==> src/rtl/mem_access_unit_pkg.sv <==
// Shared encodings, FSM states and request payload for the data-memory access unit.
package mem_access_unit_pkg;

    localparam int unsigned XLEN = 32;

    localparam logic [1:0] SZ_BYTE = 2'b00;
    localparam logic [1:0] SZ_HALF = 2'b01;
    localparam logic [1:0] SZ_ILL  = 2'b10;
    localparam logic [1:0] SZ_WORD = 2'b11;

    typedef enum logic [1:0] {
        ST_IDLE = 2'd0,
        ST_RD   = 2'd1,
        ST_WR   = 2'd2,
        ST_RESP = 2'd3
    } state_e;

    typedef struct packed {
        logic            we;
        logic [1:0]      size;
        logic            sgn;
        logic [XLEN-1:0] addr;
        logic [XLEN-1:0] wdata;
    } req_t;

    // Illegal size, or a halfword/word not aligned to its own size.
    function automatic logic req_bad(input logic [1:0] size, input logic [1:0] lo);
        return (size == SZ_ILL) ||
               ((size == SZ_HALF) && lo[0]) ||
               ((size == SZ_WORD) && (lo != 2'b00));
    endfunction

endpackage

==> src/rtl/byte_lane_unit.sv <==
// Big-endian lane extraction for loads and lane merge for sub-word stores.
module byte_lane_unit
    import mem_access_unit_pkg::*;
(
    input  logic [1:0]      addr_lo_i,
    input  logic [1:0]      size_i,
    input  logic            signed_i,
    input  logic [XLEN-1:0] rword_i,
    input  logic [XLEN-1:0] wdata_i,
    input  logic [XLEN-1:0] merge_base_i,
    output logic [XLEN-1:0] load_data_o,
    output logic [XLEN-1:0] merge_data_o
);

    logic [4:0]      byte_sh;
    logic [4:0]      half_sh;
    logic [7:0]      byte_v;
    logic [15:0]     half_v;
    logic [XLEN-1:0] lane_mask;
    logic [XLEN-1:0] lane_data;

    // Offset 00 sits in the top byte, so shift = (3 - offset) * 8.
    assign byte_sh = {~addr_lo_i, 3'b000};
    assign half_sh = {~addr_lo_i[1], 4'b0000};
    assign byte_v  = 8'(rword_i >> byte_sh);
    assign half_v  = 16'(rword_i >> half_sh);

    always_comb begin
        load_data_o = rword_i;
        lane_mask   = '1;
        lane_data   = wdata_i;
        unique case (size_i)
            SZ_BYTE: begin
                load_data_o = {{24{signed_i & byte_v[7]}}, byte_v};
                lane_mask   = XLEN'(32'h0000_00FF) << byte_sh;
                lane_data   = XLEN'({24'd0, wdata_i[7:0]}) << byte_sh;
            end
            SZ_HALF: begin
                load_data_o = {{16{signed_i & half_v[15]}}, half_v};
                lane_mask   = XLEN'(32'h0000_FFFF) << half_sh;
                lane_data   = XLEN'({16'd0, wdata_i[15:0]}) << half_sh;
            end
            default: ;
        endcase
    end

    assign merge_data_o = (merge_base_i & ~lane_mask) | (lane_data & lane_mask);

endmodule

==> src/rtl/mem_access_unit.sv <==
// Load/store unit between the pipeline and a single-cycle data memory, with optional RMW sub-word stores.
module mem_access_unit
    import mem_access_unit_pkg::*;
#(
    parameter bit RMW_EN = 1'b1
) (
    input  logic            clock,
    input  logic            reset,
    input  logic            req_valid_in,
    output logic            req_ready_out,
    input  logic            req_we_in,
    input  logic [1:0]      req_size_in,
    input  logic            req_signed_in,
    input  logic [XLEN-1:0] req_addr_in,
    input  logic [XLEN-1:0] req_wdata_in,
    output logic            resp_valid_out,
    output logic [XLEN-1:0] resp_rdata_out,
    output logic            resp_err_out,
    output logic [XLEN-1:0] mem_addr_out,
    output logic [XLEN-1:0] mem_writedata_out,
    output logic            mem_re_out,
    output logic            mem_we_out,
    output logic [1:0]      mem_size_out,
    input  logic [XLEN-1:0] mem_readdata_in
);

    state_e          state_q, state_d;
    req_t            req_q, req_d;
    logic [XLEN-1:0] rdata_q, rdata_d;
    logic            err_q, err_d;

    logic            mem_re_d, mem_we_d;
    logic [XLEN-1:0] mem_addr_d, mem_wdata_d;
    logic [1:0]      mem_size_d;
    logic            resp_valid_d, resp_err_d;
    logic [XLEN-1:0] resp_rdata_d;

    logic            bad_c;
    logic            rmw_c;
    logic [XLEN-1:0] load_data_c;
    logic [XLEN-1:0] merge_data_c;

    assign bad_c         = req_bad(req_size_in, req_addr_in[1:0]);
    assign rmw_c         = RMW_EN && (req_d.size != SZ_WORD);
    assign req_ready_out = (state_q == ST_IDLE) && !reset;

    // Next state and request capture.
    always_comb begin
        state_d = state_q;
        req_d   = req_q;
        rdata_d = rdata_q;
        err_d   = err_q;
        unique case (state_q)
            ST_IDLE: begin
                if (req_valid_in) begin
                    req_d = '{we: req_we_in, size: req_size_in, sgn: req_signed_in,
                              addr: req_addr_in, wdata: req_wdata_in};
                    err_d = bad_c;
                    if (bad_c)                                    state_d = ST_RESP;
                    else if (!req_we_in)                          state_d = ST_RD;
                    else if ((req_size_in == SZ_WORD) || !RMW_EN) state_d = ST_WR;
                    else                                          state_d = ST_RD;
                end
            end
            ST_RD: begin
                rdata_d = mem_readdata_in;
                state_d = req_q.we ? ST_WR : ST_RESP;
            end
            ST_WR:   state_d = ST_RESP;
            ST_RESP: state_d = ST_IDLE;
            default: state_d = ST_IDLE;
        endcase
    end

    byte_lane_unit u_lanes (
        .addr_lo_i    (req_d.addr[1:0]),
        .size_i       (req_d.size),
        .signed_i     (req_d.sgn),
        .rword_i      (rdata_d),
        .wdata_i      (req_d.wdata),
        .merge_base_i (rmw_c ? rdata_d : '0),
        .load_data_o  (load_data_c),
        .merge_data_o (merge_data_c)
    );

    // Outputs are decoded from the next state so they register cleanly.
    always_comb begin
        mem_re_d     = 1'b0;
        mem_we_d     = 1'b0;
        mem_addr_d   = '0;
        mem_wdata_d  = '0;
        mem_size_d   = SZ_WORD;
        resp_valid_d = 1'b0;
        resp_err_d   = 1'b0;
        resp_rdata_d = '0;
        unique case (state_d)
            ST_RD: begin
                mem_re_d   = 1'b1;
                mem_addr_d = {req_d.addr[XLEN-1:2], 2'b00};
            end
            ST_WR: begin
                mem_we_d    = 1'b1;
                mem_wdata_d = merge_data_c;
                if ((req_d.size == SZ_WORD) || RMW_EN) begin
                    mem_addr_d = {req_d.addr[XLEN-1:2], 2'b00};
                end else begin
                    mem_addr_d = req_d.addr;
                    mem_size_d = req_d.size;
                end
            end
            ST_RESP: begin
                resp_valid_d = 1'b1;
                resp_err_d   = err_d;
                if (!err_d && !req_d.we) resp_rdata_d = load_data_c;
            end
            default: ;
        endcase
    end

    always_ff @(posedge clock or posedge reset) begin
        if (reset) begin
            state_q           <= ST_IDLE;
            req_q             <= '0;
            rdata_q           <= '0;
            err_q             <= 1'b0;
            mem_re_out        <= 1'b0;
            mem_we_out        <= 1'b0;
            mem_addr_out      <= '0;
            mem_writedata_out <= '0;
            mem_size_out      <= SZ_WORD;
            resp_valid_out    <= 1'b0;
            resp_err_out      <= 1'b0;
            resp_rdata_out    <= '0;
        end else begin
            state_q           <= state_d;
            req_q             <= req_d;
            rdata_q           <= rdata_d;
            err_q             <= err_d;
            mem_re_out        <= mem_re_d;
            mem_we_out        <= mem_we_d;
            mem_addr_out      <= mem_addr_d;
            mem_writedata_out <= mem_wdata_d;
            mem_size_out      <= mem_size_d;
            resp_valid_out    <= resp_valid_d;
            resp_err_out      <= resp_err_d;
            resp_rdata_out    <= resp_rdata_d;
        end
    end

endmodule
==> config.mk <==
export PLATFORM = sky130hd
export DESIGN_NAME = mem_access_unit
export DESIGN_NICKNAME = d
export VERILOG_FILES = /design/src/rtl/mem_access_unit_pkg.sv /design/src/rtl/byte_lane_unit.sv /design/src/rtl/mem_access_unit.sv
export SDC_FILE = /design/constraint.sdc
export NUM_CORES = 1
export LEC_CHECK = 0
export CAP_MARGIN = 15
export CORE_ASPECT_RATIO = 1.75
export CORE_MARGIN = 2
export CORE_UTILIZATION = 25
export DETAILED_ROUTE_END_ITERATION = 10
export PLACE_DENSITY = 0.45
export SYNTH_ARGS = -nofsm -noshare
export SYNTH_HDL_FRONTEND = slang
export SYNTH_SLANG_ARGS = --single-unit
==> constraint.sdc <==
create_clock -name clock -period 7.19 [get_ports clock]
set_input_delay 1.438 -clock clock [delete_from_list [all_inputs] [get_ports clock]]
set_output_delay 1.438 -clock clock [all_outputs]
set_load 0.03 [all_outputs]
==> run summary <==
status: completed
Non-Filler Instances: 1364
Hold Path End: req_q[55]
placed inst area: 10700 um^2
total CTS buffers: 21
drt initial violations: 289
post-synthesis async set-or-reset flop share: 100%
syn avg cell area: 10.9 um^2
Met1 Wirelength: 10.1 mm
Netlist cell types: 60
P_leak: 5.01 nW
post-route ant nets: 0
area of the multi-input gates: 2980 um^2
Max Freq: 0.209 GHz
Setup Fix Bufs, Post-CTS: 0
Tot Pwr: 5.66 mW
EDFF count, synth: 0
GRT overflow: 0
top sig layer: met4
Seq cells post-synth: 201
FF-to-FF path depth: 8
first-pass GRT wire length: 41.9 mm
Placer Congestion: 0.793
Worst Setup SP: req_valid_in
flop-to-flop setup slack: 3.29 ns
clock root buffer: clkbuf_16
crit path DAT: 5.12 ns
CP Max Fanout: 62
met2 WL: 15.0 mm
vias post-DR: 6346
Post-Place Setup Slack: 1.87 ns
pwr dens: 497 nW/um^2
CTS HTree Levels: 1
Layout Nets: 1055
most frequent cells in the layout: 201 x dfrtp_1, 201 x clkdlybuf4s50_1, 153 x nand2_1
CP cell instances: clkdlybuf4s50_1, nand2_4, a21oi_2, inv_2, a2111oi_4, o311ai_4, nor2_1
kind of end point of the critical path: register
clock-pin slew on the worst setup and hold paths: 0.06 ns
Peak VDD IR: 0.195 mV
WHS: 0.465 ns
synth top area cells: dfrtp_1 60%, nand2_1 6.8%, a21oi_1 3.8%
HP Start: req_q[55]
max incr delay on CP: 0.93 ns
Hold Path Stages: 2
Max Cap Violations: 0
DRT Pass-1 Iters: 4
Worst Path Buf+Inv: 2
IO buf count: 201
Placed Cells: 1327
largest area contributor in the netlist: dfrtp_1
Gates resized, CTS repair: 0
Longest Clk Path Bufs: 3
fillers: 3401
Final min period: 4.79 ns
Worst Tran Pin Value: 1.14 ns
die area: 35200 um^2
Synth Instances: 768
RSZ-0062 raised after global routing: no
register area share after synthesis: 59.8%
initial core utilization: 25.4%
Crit path max-delay family: buffers and inverters
core footprint: 33000 um^2
DIE HEIGHT: 247 um
Hold-fix buffers, CTS: 0
Worst Setup Slack, final: 2.40 ns
Finished Core Util: 34.5%
final setup violation count: 0
layout cell share with drive strength beyond 1: 10.0%
setup TNS: 0 ns
ys flop type: dfrtp_1
DRT Wirelength: 28.1 mm
TritonCTS clock tree: yes
largest net degree at the start of global routing: 71
CTS sink count: 201
Post-Route Skew: 0.0232 ns
via/cell ratio: 4.65
DRC violations left: 0
Setup Crit Path Kind: in2reg
Reg-to-Reg Start: state_q[0]
Design Area, Final: 11400 um^2
WL per Instance: 20.6 um
WP data required: 7.53 ns
DPL Wire Length: 20.1 mm
initial antenna violation count: 1
Layout area overhead: 35.6%
Global Route Usage Sum: 16.0%
final critical-path share of the clock period: 66.6%
final hold violation count: 0
proportion of netlist area held by the largest area contributor: 59.8%
Boundary Pins: 206
Clk Latency, worst-skew pair: 0.52 ns
# rows: 88
Startpoint Class: input pin
Mapped Area: 8410 um^2
die width: 143 um
Reg area: 5030 um^2
Slew Limit Fails: 0
diodes inserted: 0
Synth warnings: 0
Rel. slew slack: 24.2%
r2r endpoint: resp_rdata_out[31]
vias in the first global route: 6704
Hold Crit Class: reg2reg
WL met3: 1.61 mm
Critical-path top delay cell: o311ai_4
-- cells by family (layout without fill, tap and decap cells) --
kind of cell	count (synthesis)	count (layout)	share of synthesized area, %
AO/OA/AOI/OAI	200	200	16.2
other	2	4	0.0893
flip-flops	201	201	59.8
buffers and inverters	89	278	4.84
adder cells (fa/ha/maj)	7	7	1.04
AND/OR/NAND/NOR	219	219	11.3
multiplexers	50	50	6.64
-- metal layers --
metal,global-route usage (%),vias up
met1,17.3,3093
li1,-,3010
met5,0,-
met2,29.3,191
met4,7.75,0
met3,3.09,52
-- power breakdown --
part	leakage, nW	switching (mW)	internal [mW]
Sequential	2.57	0.156	1.58
Combinational	2.09	1.88	0.947
Clock	0.343	0.454	0.645
Total	5.01	2.49	3.17
-- synth_stat cells, drive strengths merged, types with 2 or more instances --
| master | count |
|---|---|
| dfrtp | 201 |
| buf | 31 |
| mux2 | 23 |
| a21oi | 67 |
| ha | 7 |
| o22ai | 15 |
| nand3 | 17 |
| o21ba | 2 |
| nor2 | 28 |
| clkbuf | 22 |
| o211ai | 2 |
| a22oi | 23 |
| o21ai | 29 |
| or3 | 2 |
| nand3b | 3 |
| nand2 | 154 |
| a21o | 2 |
| nor3 | 4 |
| inv | 35 |
| o21a | 2 |
| conb | 2 |
| mux2i | 27 |
| a221oi | 9 |
| a31oi | 9 |
| o32ai | 7 |
| and3 | 3 |
| and2 | 3 |
| a211oi | 19 |
| a22o | 7 |
-- worst max path at each step --
| stage | to | cells past startpoint |
|---|---|---|
| after floorplan | err_q | 1 |
| after global placement | resp_rdata_out[17] | 7 |
| after detailed placement | resp_rdata_out[20] | 7 |
| after CTS | resp_rdata_out[31] | 7 |
| after global routing | resp_rdata_out[31] | 7 |
| final | resp_rdata_out[31] | 7 |
-- flip-flops by register name, indices dropped and copies added, names as in the netlist --
signal	cells
err_q	1
mem_re_out	1
mem_we_out	1
state_q	2
resp_rdata_out	32
rdata_q	32
mem_addr_out	30
resp_err_out	1
mem_writedata_out	32
req_q	68
resp_valid_out	1
-- layout make-up --
type	instances	area share, %
Multi-Input combinational cell	480	26.2
Clock inverter	6	0.538
Clock buffer	31	5.55
Tap cell	405	4.45
Inverter	36	1.25
Sequential cell	201	44.1
Timing Repair Buffer	205	17.9
-- tightest hold or removal path, cell delays in order, from the launching register on --
cell     delay (ns)
dfrtp_1        0.32
nand2_1        0.06
nand2_1        0.06
(Power assumes the default switching activity.)
